## src/rtl/keypad_scanner_if.sv

```systemverilog
// Keypad scanner signal bundle: row drive, raw column inputs and the debounced key event.
// master = scanner side, slave = keypad/consumer side.
interface keypad_scanner_if;
  logic [3:0] row_out;
  logic [3:0] col_in;
  logic [3:0] key_code;
  logic       key_valid;
  logic       key_held;

  modport master (
    output row_out,
    output key_code,
    output key_valid,
    output key_held,
    input  col_in
  );

  modport slave (
    input  row_out,
    input  key_code,
    input  key_valid,
    input  key_held,
    output col_in
  );
endinterface

```

## src/rtl/keypad_scanner.sv

```systemverilog
// 4x4 matrix keypad scanner with synchronizer, press/release debounce and one-cycle key strobe.
// Optional auto-repeat while a key is held is enabled by defining KEYPAD_REPEAT_EN.
module keypad_scanner #(
  parameter int SCAN_DIV     = 48000,
  parameter int DEBOUNCE_CNT = 480000,
  parameter int REPEAT_DELAY = 24000000,
  parameter int REPEAT_RATE  = 4800000
) (
  input  logic              clk,
  input  logic              reset_in,
  keypad_scanner_if.master  bus
);

  localparam int MAX_A = (SCAN_DIV > DEBOUNCE_CNT) ? SCAN_DIV : DEBOUNCE_CNT;
  localparam int MAX_B = (REPEAT_DELAY > REPEAT_RATE) ? REPEAT_DELAY : REPEAT_RATE;
  localparam int MAX_P = (MAX_A > MAX_B) ? MAX_A : MAX_B;
  localparam int CNT_W = (MAX_P > 2) ? $clog2(MAX_P) : 1;

  localparam logic [CNT_W-1:0] DWELL_LAST = CNT_W'(SCAN_DIV - 1);
  localparam logic [CNT_W-1:0] DEB_LAST   = CNT_W'(DEBOUNCE_CNT - 1);
  localparam logic [CNT_W-1:0] CNT_ONE    = CNT_W'(1);
`ifdef KEYPAD_REPEAT_EN
  localparam logic [CNT_W-1:0] REP_FIRST_LAST = CNT_W'(REPEAT_DELAY - 1);
  localparam logic [CNT_W-1:0] REP_RATE_LAST  = CNT_W'(REPEAT_RATE - 1);
`endif

  typedef enum logic [1:0] {
    SCAN     = 2'd0,
    DEBOUNCE = 2'd1,
    HELD     = 2'd2,
    RELEASE  = 2'd3
  } state_t;

  state_t           state_reg, state_next;
  logic [1:0]       row_idx_reg, row_idx_next;
  logic [1:0]       col_idx_reg, col_idx_next;
  logic [CNT_W-1:0] dwell_reg, dwell_next;
  logic [CNT_W-1:0] deb_reg, deb_next;
  logic [3:0]       code_reg, code_next;
  logic             valid_reg, valid_next;
  logic [3:0]       col_meta_reg;
  logic [3:0]       col_s_reg;
`ifdef KEYPAD_REPEAT_EN
  logic [CNT_W-1:0] rep_reg, rep_next;
  logic             rep_first_reg, rep_first_next;
`endif

  logic [1:0] win_col;
  logic       col_bit;

  function automatic logic [3:0] key_lookup(input logic [1:0] r, input logic [1:0] c);
    logic [3:0] k;
    case ({r, c})
      4'h0: k = 4'h1;  4'h1: k = 4'h2;  4'h2: k = 4'h3;  4'h3: k = 4'hA;
      4'h4: k = 4'h4;  4'h5: k = 4'h5;  4'h6: k = 4'h6;  4'h7: k = 4'hB;
      4'h8: k = 4'h7;  4'h9: k = 4'h8;  4'hA: k = 4'h9;  4'hB: k = 4'hC;
      4'hC: k = 4'hE;  4'hD: k = 4'h0;  4'hE: k = 4'hF;  default: k = 4'hD;
    endcase
    return k;
  endfunction

  // Lowest low column wins when several are pressed on the same row.
  always_comb begin
    win_col = 2'd0;
    for (int c = 3; c >= 0; c--) begin
      if (!col_s_reg[c]) win_col = 2'(c);
    end
  end

  assign col_bit = col_s_reg[col_idx_reg];

  genvar gi;
  generate
    for (gi = 0; gi < 4; gi++) begin : g_row
      assign bus.row_out[gi] = (row_idx_reg != 2'(gi));
    end
  endgenerate

  assign bus.key_code  = code_reg;
  assign bus.key_valid = valid_reg;
  assign bus.key_held  = (state_reg == HELD);

  always_ff @(posedge clk) begin
    if (reset_in) begin
      col_meta_reg <= 4'hF;
      col_s_reg    <= 4'hF;
    end else begin
      col_meta_reg <= bus.col_in;
      col_s_reg    <= col_meta_reg;
    end
  end

  always_ff @(posedge clk) begin
    if (reset_in) begin
      state_reg     <= SCAN;
      row_idx_reg   <= 2'd0;
      col_idx_reg   <= 2'd0;
      dwell_reg     <= '0;
      deb_reg       <= '0;
      code_reg      <= 4'h0;
      valid_reg     <= 1'b0;
`ifdef KEYPAD_REPEAT_EN
      rep_reg       <= '0;
      rep_first_reg <= 1'b1;
`endif
    end else begin
      state_reg     <= state_next;
      row_idx_reg   <= row_idx_next;
      col_idx_reg   <= col_idx_next;
      dwell_reg     <= dwell_next;
      deb_reg       <= deb_next;
      code_reg      <= code_next;
      valid_reg     <= valid_next;
`ifdef KEYPAD_REPEAT_EN
      rep_reg       <= rep_next;
      rep_first_reg <= rep_first_next;
`endif
    end
  end

  // Counters default to zero so each one only runs inside its own state.
  always_comb begin
    state_next   = state_reg;
    row_idx_next = row_idx_reg;
    col_idx_next = col_idx_reg;
    dwell_next   = '0;
    deb_next     = '0;
    code_next    = code_reg;
    valid_next   = 1'b0;
`ifdef KEYPAD_REPEAT_EN
    rep_next       = '0;
    rep_first_next = rep_first_reg;
`endif

    case (state_reg)
      SCAN: begin
        if (dwell_reg == DWELL_LAST) begin
          if (col_s_reg == 4'hF) begin
            row_idx_next = row_idx_reg + 2'd1;
          end else begin
            col_idx_next = win_col;
            state_next   = DEBOUNCE;
          end
        end else begin
          dwell_next = dwell_reg + CNT_ONE;
        end
      end

      DEBOUNCE: begin
        if (col_bit) begin
          state_next   = SCAN;
          row_idx_next = row_idx_reg + 2'd1;
        end else if (deb_reg == DEB_LAST) begin
          code_next  = key_lookup(row_idx_reg, col_idx_reg);
          valid_next = 1'b1;
          state_next = HELD;
`ifdef KEYPAD_REPEAT_EN
          rep_first_next = 1'b1;
`endif
        end else begin
          deb_next = deb_reg + CNT_ONE;
        end
      end

      HELD: begin
        if (col_bit) begin
          state_next = RELEASE;
        end else begin
`ifdef KEYPAD_REPEAT_EN
          if (rep_first_reg ? (rep_reg == REP_FIRST_LAST) : (rep_reg == REP_RATE_LAST)) begin
            valid_next     = 1'b1;
            rep_first_next = 1'b0;
          end else begin
            rep_next = rep_reg + CNT_ONE;
          end
`endif
        end
      end

      RELEASE: begin
        if (!col_bit) begin
          // Release bounce: back to HELD without a new event.
          state_next = HELD;
`ifdef KEYPAD_REPEAT_EN
          rep_first_next = 1'b1;
`endif
        end else if (deb_reg == DEB_LAST) begin
          state_next   = SCAN;
          row_idx_next = row_idx_reg + 2'd1;
        end else begin
          deb_next = deb_reg + CNT_ONE;
        end
      end

      default: state_next = SCAN;
    endcase
  end

endmodule

```

## src/flat_wrapper.sv

```systemverilog
// flat-port wrapper written by rule: the top's interface ports become plain ports
module keypad_scanner_flat 
#(
  parameter int SCAN_DIV     = 48000,
  parameter int DEBOUNCE_CNT = 480000,
  parameter int REPEAT_DELAY = 24000000,
  parameter int REPEAT_RATE  = 4800000
)
  (clk, reset_in, bus_row_out, bus_key_code, bus_key_valid, bus_key_held, bus_col_in);
  keypad_scanner_if bus_i ();
  input  logic clk;
  input  logic reset_in;
  output wire logic [$bits(bus_i.row_out)-1:0] bus_row_out;
  output wire logic [$bits(bus_i.key_code)-1:0] bus_key_code;
  output wire logic [$bits(bus_i.key_valid)-1:0] bus_key_valid;
  output wire logic [$bits(bus_i.key_held)-1:0] bus_key_held;
  input wire logic [$bits(bus_i.col_in)-1:0] bus_col_in;
  assign bus_row_out = bus_i.row_out;
  assign bus_key_code = bus_i.key_code;
  assign bus_key_valid = bus_i.key_valid;
  assign bus_key_held = bus_i.key_held;
  assign bus_i.col_in = bus_col_in;
  keypad_scanner #(.SCAN_DIV(SCAN_DIV), .DEBOUNCE_CNT(DEBOUNCE_CNT), .REPEAT_DELAY(REPEAT_DELAY), .REPEAT_RATE(REPEAT_RATE)) u_core (.clk(clk), .reset_in(reset_in), .bus(bus_i));
endmodule
```

## config.mk

```make
export PLATFORM = sky130hd
export DESIGN_NAME = keypad_scanner_flat
export DESIGN_NICKNAME = d
export VERILOG_FILES = /design/src/rtl/keypad_scanner_if.sv /design/src/rtl/keypad_scanner.sv /design/src/flat_wrapper.sv
export SDC_FILE = /design/constraint.sdc
export NUM_CORES = 1
export LEC_CHECK = 0
export CAP_MARGIN = 0
export CORE_MARGIN = 5
export CORE_UTILIZATION = 50
export DETAILED_ROUTE_END_ITERATION = 8
export PLACE_DENSITY = 0.68
export SLEW_MARGIN = 25
export SYNTH_ARGS = -nofsm -noshare
export SYNTH_HDL_FRONTEND = slang
export SYNTH_SLANG_ARGS = --single-unit
```

## constraint.sdc

```tcl
create_clock -name clk -period 2.5 [get_ports clk]
set_input_delay 0.375 -clock clk [delete_from_list [all_inputs] [get_ports clk]]
set_output_delay 0.375 -clock clk [all_outputs]
set_load 0.05 [all_outputs]
```

==> flow_summary.toml <==
[status]
outcome = "finished clean"

[cts]
clk_pin_slew_ns = 0.07
hold_buffers = 0
htree_levels = 3
clock_sinks = 69
cts_inserted_buffers = 9
cts_root_buf = "clkbuf_8"
clock_latency_ns = 0.33
cts.path.max_buffers = 2
cts_tree = "done"

[global_routing]
grt_usage = 0.144
use_met3 = 0.0442
grt_pass1_vias = 2287
antenna_found_initial = 0
gr-total-overflow = 0
grt_pass1_wl_mm = 9.98
busiest_layer = "met2"
grtUsageMet1 = 0.179
grt_max_degree = 26
use_met2 = 0.229

[place]
dpl_cell_area_sq_um = 3490
dpl.cell_count = 461
dp_hpwl_mm = 4.03
gp_congestion = 0.811
port_buffers = 15

[setup_path]
ff2ff_setup_slack_ns = 0.34
max_stage_delay_ns = 0.78
critPathBufInv = 3
crit_path_end_kind = "output pin"
critPathTopFamily = "buffers and inverters"
critPathMostFrequentCell = "inv_1"
cp_max_fo = 9
cp.required_ns = 2.12
crit_chain = "inv_1 -> ha_1 -> inv_1 -> clkdlybuf4s50_1"
cp-start-kind = "flip-flop"
cp_slowest_cell = "clkdlybuf4s50_1"
critical_path_class = "flip-flop to output pin"
worstPathArrival_ns = 2.00

[sta]
rsz0062_at_grt = "no"
finalCritPeriodShare = 0.949
fmax_mhz = 422
period_needed_ns = 2.37
tightest_slew_ns = 0.592
slew_viol_final = 0
hold_violations = 0
relSlewSlack = 0.600
final.setup.tns_ns = 0
setup_viol = 0
finClkSkew_ns = 0.00541

[floorplanning]
row_count = 29
die_w_um = 90.9
die_area_sq_um = 8260
start_util = 0.515
io_pins = 16
core-area_sq_um = 6350
chipHeight_um = 90.9

[drt]
wl_mm = 5.72
via_per_inst = 5.21
dr.pass1.iters = 4
drtIter0Drc = 63
post_drt_wl_per_cell_um = 12.0
drc = 0
vias = 2482
ant_nets = 0

[job]
cap_violations = 0

[cells_and_area]
final_nets = 412
final_cell_area_sq_um = 3670
final_common_cell = "nor2_1"
drive_above_1_share = 0.0977
fin_cells = 476
layout_common_cells = "nor2_1 (74), dfxtp_1 (69), xnor2_1 (30), nand2_1 (23), nor3_1 (20)"
syn2layout_area_growth_pct = 12.2
fillers = 541
diodes = 0

[yosys]
syn-cell-area_sq_um = 3270
synth-edff-count = 0
netlist_instances = 380
syn-mean-instance-area_sq_um = 8.61
synth_seq_cells = 69
async_reset_ff_frac = 0
synth_fp_nets = 397
ys_seq_area_frac = 0.422
yosys_warnings = 0
synthFlopType = "dfxtp_1"
yosysUniqueCellTypes = 42

[pwr]
peakVddDrop_mv = 0.522
p_total_w = 0.00200
p_leak_nw = 1.27
power.density_nw_per_um2 = 544

[worst_hold_path]
hold_class = "flip-flop to flip-flop"
worst paths after layout:
kind | start | end | depth (start not counted)
max | u_core.row_idx_reg[1] | bus_row_out[1] | 4
min | u_core.col_meta_reg[1] | u_core.col_s_reg[1] | 1
min reg2reg | u_core.col_meta_reg[1] | u_core.col_s_reg[1] | 1
max reg2reg | u_core.deb_reg[19] | u_core.row_idx_reg[0] | 5
area by class of cell:
cell class | count | area [sq um] | area share
clock buffer | 10 | 128 | 0.0348
clock inverter | 5 | 52.6 | 0.0143
inverter | 19 | 71.3 | 0.0194
multi-input combinational | 276 | 1750 | 0.477
sequential | 69 | 1380 | 0.376
tap | 77 | 96.3 | 0.0262
timing repair buffer | 20 | 193 | 0.0525
cells in the mapped netlist (2+ instances only):
master / number / area, sq um
a21oi_1: 2 / 10.0
a31oi_1: 2 / 12.5
and3_1: 8 / 50.1
buf_2: 2 / 10.0
buf_4: 2 / 15.0
clkbuf_1: 12 / 45.0
dfxtp_1: 69 / 1380
ha_1: 11 / 138
inv_1: 19 / 71.3
mux2_2: 2 / 22.5
mux2i_1: 7 / 70.1
mux4_2: 2 / 45.0
nand2_1: 23 / 86.3
nand2b_1: 4 / 25.0
nand3_1: 17 / 85.1
nand4_1: 17 / 106
nor2_1: 74 / 278
nor3_1: 20 / 100
nor4_1: 4 / 25.0
nor4b_1: 2 / 17.5
o21ai_0: 3 / 15.0
or2_2: 10 / 62.6
or3_1: 2 / 12.5
or4_1: 5 / 37.5
xnor2_1: 30 / 263
xor2_1: 15 / 131
per-layer routing:
metal / share of wire / wire length (um)
met1: 0.50 / 2870
met2: 0.44 / 2540
met3: 0.033 / 191
met4: 0.019 / 108
met5: 0 / 0
power breakdown:
part,total (W),internal [W],leakage [nW],switching [W]
logic,0.0000449,0.0000217,0.621,0.0000233
clock network,0.000834,0.000450,0.0919,0.000385
registers,0.00112,0.00111,0.558,0.00000766
total,0.00200,0.00158,1.27,0.000416
what timing repair did:
action                                  CTS  global route
endpoints found under the setup margin    0             2
resized for setup                         0             2
setup buffers                             0             0
endpoints found under the hold margin     0             0
stage by stage:
step	setup WS (ns)	hold WS, ns	util
6_report	0.128	0.410	0.578
5_1_grt	0.0243	0.434	0.578
4_1_cts	0.0357	0.405	0.578
3_5_place_dp	0.380	0.395	0.549
3_3_place_gp	0.406	0.391	0.549
2_1_floorplan	0.465	0.389	-
cell families (layout without fill, tap and decap cells):
kind of cell | Yosys count | in the layout | synth area share
XOR/XNOR | 45 | 45 | 0.120
multiplexers | 12 | 12 | 0.0466
adder cells (fa/ha/maj) | 11 | 11 | 0.0420
AND/OR/NAND/NOR | 194 | 194 | 0.295
flip-flops | 69 | 69 | 0.422
AO/OA/AOI/OAI | 14 | 14 | 0.0302
buffers and inverters | 35 | 54 | 0.0432
No activity file was read; power rests on OpenSTA's default activity.
